[config.mk]
export PLATFORM = sky130hd
export DESIGN_NAME = rgb_pwm
export DESIGN_NICKNAME = d
export VERILOG_FILES = /design/src/rtl/rgb_pwm.sv
export SDC_FILE = /design/constraint.sdc
export NUM_CORES = 1
export LEC_CHECK = 0
export BUFFER_PORTS_ARGS = -buffer_cell sky130_fd_sc_hd__buf_2
export CAP_MARGIN = 40
export CORE_MARGIN = 5
export CORE_UTILIZATION = 35
export CTS_BUF_LIST = sky130_fd_sc_hd__clkbuf_8
export DETAILED_ROUTE_END_ITERATION = 8
export HOLD_SLACK_MARGIN = 0.05
export PLACE_DENSITY = 0.62
export REMOVE_ABC_BUFFERS = 1
export SYNTH_ARGS = -nofsm -noshare
export SYNTH_HDL_FRONTEND = slang
export SYNTH_SLANG_ARGS = --single-unit
[constraint.sdc]
create_clock -name clk -period 4.5 [get_ports clk]
set_clock_uncertainty 0.15 [all_clocks]
set_input_delay 0.675 -clock clk [delete_from_list [all_inputs] [get_ports clk]]
set_output_delay 0.675 -clock clk [all_outputs]
set_load 0.05 [all_outputs]
[src/rtl/rgb_pwm.sv]
// rgb_pwm: three-channel 8-bit PWM LED driver with a double-buffered colour.
// A new colour is captured into a shadow register and only moved into the
// active duty registers at the end of a PWM period, so a period never mixes
// two colours.
//
// Ports:
//   clk          - single clock, rising edge
//   rst_n        - asynchronous active-low reset
//   enable       - run the PWM; when low the counters hold and the LEDs go dark
//   rgb          - colour code {red, green, blue} duty, 8 bits each
//   rgb_valid    - one-cycle strobe qualifying rgb for capture
//   led_r/g/b    - registered PWM drive per channel
//   period_start - registered one-cycle pulse marking step 0 of each period
//   pending      - a captured colour is waiting for the next period
module rgb_pwm #(
  parameter int unsigned PRESCALE = 1
) (
  input  logic        clk,
  input  logic        rst_n,
  input  logic        enable,
  input  logic [23:0] rgb,
  input  logic        rgb_valid,
  output logic        led_r,
  output logic        led_g,
  output logic        led_b,
  output logic        period_start,
  output logic        pending
);

  localparam int unsigned PW = 16;
  localparam int unsigned SW = 8;
  localparam logic [PW-1:0] PRESC_LAST = PW'(PRESCALE - 1);
  localparam logic [SW-1:0] STEP_LAST  = SW'(254);

  typedef struct packed {
    logic [SW-1:0] r;
    logic [SW-1:0] g;
    logic [SW-1:0] b;
  } colour_t;

  logic [PW-1:0] presc;
  logic [SW-1:0] step;
  colour_t       shadow;
  colour_t       duty;
  logic          tick_c;
  logic          wrap_c;

  // One PWM step every PRESCALE enabled cycles; the period ends after step 254.
  assign tick_c = enable && (presc == PRESC_LAST);
  assign wrap_c = tick_c && (step == STEP_LAST);

  // Prescaler and step counter; both freeze while disabled.
  always_ff @(posedge clk or negedge rst_n) begin
    if (!rst_n) begin
      presc <= '0;
      step  <= '0;
    end else if (enable) begin
      presc <= tick_c ? '0 : presc + PW'(1);
      if (tick_c) begin
        step <= wrap_c ? '0 : step + SW'(1);
      end
    end
  end

  // Colour double buffer. A capture landing exactly on the wrap goes straight
  // to the active duties, since that is the boundary it would wait for anyway.
  always_ff @(posedge clk or negedge rst_n) begin
    if (!rst_n) begin
      shadow  <= '0;
      duty    <= '0;
      pending <= 1'b0;
    end else if (rgb_valid) begin
      if (wrap_c) begin
        duty    <= colour_t'(rgb);
        pending <= 1'b0;
      end else begin
        shadow  <= colour_t'(rgb);
        pending <= 1'b1;
      end
    end else if (wrap_c && pending) begin
      duty    <= shadow;
      pending <= 1'b0;
    end
  end

  // Registered LED compare; step never exceeds 254, so duty 255 is always on.
  always_ff @(posedge clk or negedge rst_n) begin
    if (!rst_n) begin
      led_r        <= 1'b0;
      led_g        <= 1'b0;
      led_b        <= 1'b0;
      period_start <= 1'b0;
    end else begin
      led_r        <= enable && (step < duty.r);
      led_g        <= enable && (step < duty.g);
      led_b        <= enable && (step < duty.b);
      period_start <= wrap_c;
    end
  end

endmodule

==> results.md <==
* CP peak stage delay at 0.80 ns
* Final Hold Fails at 0
* Tightest Pin Transition at 0.8017 ns
* Core Rows at 40
* Largest area contributor in the netlist: dfrtp_1
* Initial antenna violation count at 0
* Initial Utilization at 35.44%
* Crit Reg-Reg Startpoint: presc[0]$_DFFE_PN0P_
* R2R cell count at 6
* Status: completed
* I/O pin cnt at 33
* Area growth from synthesis to layout at 12.15%
* Post-CTS Hold Fix Bufs at 0
* Main flop type after synthesis: dfrtp_1
* First-pass GRT wire length at 15850 um
* Critical Path End Type: flip-flop
* Buffers on Ports at 32
* CTS Sinks at 77
* WS Path Type: reg -> reg
* Wl on met1 at 4557 um
* Vias in the first global route at 3058
* Final Max Slew Viols at 0
* Ranking of synthesized cells by area: dfrtp_1 46%, ha_1 7.4%, mux2_4 7.1%, a221o_1 4.0%, a41o_1 4.0%
* EDFF count, synth at 0
* Leakage power at 0.002347 uW
* Gpl congestion at 0.7686
* Worst-path clk slew at 0.08 ns
* Final period utilization at 60.31%
* Pwr Density at 380.5 nW/um^2
* Top Layer Used: met4
* Drc violations at 0
* Asr flop ratio synth at 100.0%
* Post-synthesis cell area at 4222 um^2
* Final HPWL DP at 6500 um
* R2R Path End: duty[5]$_DFFE_PN0P_
* CTS tree: done
* Avg Synthesized Cell Area at 11.66 um^2
* Clk Latency, worst-skew pair at 0.36 ns
* Setup TNS at 0 ns
* Post-Route WL at 9456 um
* CTS root buffer: clkbuf_8
* Worst R2R Setup Slack at 1.79 ns
* Vias at 2968
* Met3 WL at 352 um
* TritonCTS Buffers at 9
* DR iter-0 viols at 158
* Post-CTS setup buffers at 0
* Final setup viols at 0
* Synth warnings at 0
* Required time of the critical path at 4.65 ns
* Util after Layout at 39.75%
* Avg WL per Cell at 17.41 um
* DR pass1 iterations at 5
* Final Net Count at 444
* CTS resizes at 0
* Slew margin rel. at 46.38%
* CP max-delay cell: nor3_4
* PnR Total Power at 1801 uW
* Filler instances at 1182
* Fmax at 0.3685 GHz
* Setup crit start kind: flip-flop
* CP startpoint: presc[0]$_DFFE_PN0P_
* Crit-path cells: inv_1 -> ha_1 -> nor4b_2 -> nand4_1 -> nor3_4 -> a221o_1
* Register area share after synthesis at 45.64%
* Worst Hold Class: in -> async
* Top-area cell type share of the netlist area at 45.64%
* Area of all sequential standard cells at 1927 um^2
* RSZ-0062 raised after global routing: no
* Total core area at 11910 um^2
* Longest Clk Path Bufs at 2
* Multi-input gate area at 2041 um^2
* Worst-path maximum fanout at 17
* Die Area at 14360 um^2
* Synthesis-stage register bit count at 77
* Final ANT Viol Nets at 0
* Maximum VDD drop at 0.0001920 V
* Gr ovfl total at 0
* Ant diodes at 0
* Max-cap viol count at 0
* Share of layout cells above drive strength 1 at 22.22%
* DR vias/cell at 5.466
* Chip Width at 119.8 um
* Min Tclk post-route at 2.714 ns
* GRT Total Usage at 14.02%
* Met2 WL post-DR at 4369 um
* Yosys cell types at 52
* Largest net degree at the start of global routing at 50
* CP endpoint: duty[5]$_DFFE_PN0P_
* Cells after Synth at 362
* H-tree depth at 3
* WP data arrival at 2.86 ns
* Die Ht at 119.8 um
-- how the worst min path moves through the flow --
stage / start / endpoint / slack [ns] / depth (start not counted)
3_5_place_dp: duty[20]$_DFFE_PN0P_ / duty[20]$_DFFE_PN0P_ / 0.33 / 1
6_report: rst_n / shadow[22]$_DFFE_PN0P_ / 0.09 / 1
4_1_cts: rst_n / shadow[22]$_DFFE_PN0P_ / 0.09 / 1
3_3_place_gp: duty[19]$_DFFE_PN0P_ / duty[19]$_DFFE_PN0P_ / 0.33 / 1
2_1_floorplan: rst_n / duty[0]$_DFFE_PN0P_ / 0.23 / 0
5_1_grt: rst_n / shadow[22]$_DFFE_PN0P_ / 0.10 / 1
-- critical path: cells and delay by family (launching register included) --
family	cells	cell delay, ns
fa+ha+maj	1	0.14
buf+inv	1	0.10
compound gates	1	0.28
flops	1	0.41
simple gates	3	1.56
-- power by group --
part / internal (uW) / leakage [uW] / switching (uW)
Clock: 339 / 0.000118 / 255
Sequential: 762 / 0.000966 / 83.5
Combinational: 160 / 0.00126 / 201
Total: 1260 / 0.00235 / 540
-- state kept, by name (all words and copies together), names as in the netlist --
name and flops:
duty 24, shadow 24, led_r 1, period_start 1, presc 16, pending 1, led_b 1, led_g 1
step 8
-- cell families (layout without fill, tap and decap cells) --
family                     after synthesis  after routing  share of synthesized area [%]
buffers and inverters                   48             82                          6.016
AOI/OAI and AO/OA                       85             85                          16.57
and+or+nand+nor                         89             89                          13.28
DFF                                     77             77                          45.64
xor gates and xnor gates                14             14                          2.905
adders and majority gates               25             25                          7.410
muxes                                   24             24                          8.180
-- placed cells by master, fill, tap and decap left out, drive strengths merged, types with 8 or more instances in the layout --
cell,count
nand3,10
a221o,17
clkbuf,11
mux2,24
a31oi,8
dfrtp,77
o31ai,8
nand2,12
nor3,17
nand4,8
a41o,17
a21oi,9
ha,25
inv,29
buf,38
xnor2,9
nor2,11
-- final cells by class --
class	instances	share of cell area (%)
inverter	28	2.220
clock inverter	5	1.586
timing repair buffer	38	5.312
clock buffer	11	3.198
multi-input combinational	237	43.10
tap	147	3.885
sequential	77	40.70
-- cell usage after synthesis (5+ instances only) --
master and number:
inv_1 27, nand2_1 11, nor2_1 11, xnor2_1 9, a41o_1 17, nand3_1 9
o2bb2ai_1 7, ha_1 25, mux2_4 20, nand4_1 7, a221o_1 17, dfrtp_1 77
o31ai_1 8, clkbuf_1 8, xor2_1 5, and3_1 5, a31oi_1 8, a21oi_1 9
o21ai_0 6, nor3_1 15, and2_1 5
-- metal layers --
metal / global-route usage (%) / vias to the layer above
met5: 0 / -
met4: 5.870 / 0
met3: 3.723 / 16
met2: 20.69 / 54
met1: 19.44 / 1486
li1: - / 1412
-- through the flow --
| stage | setup slack (ns) | cells | hold slack [ns] | instance area [um^2] |
|---|---|---|---|---|
| detailed placement | 1.536 | 527 | 0.3273 | 4508 |
| CTS | 1.736 | 543 | 0.08626 | 4735 |
| global route | 1.514 | 543 | 0.1040 | 4735 |
| finish | 1.786 | 543 | 0.08949 | 4735 |
| floorplan | 2.042 | 342 | 0.2294 | 4073 |
| global placement | 1.537 | 524 | 0.3276 | 4442 |
(Power assumes the default switching activity.)
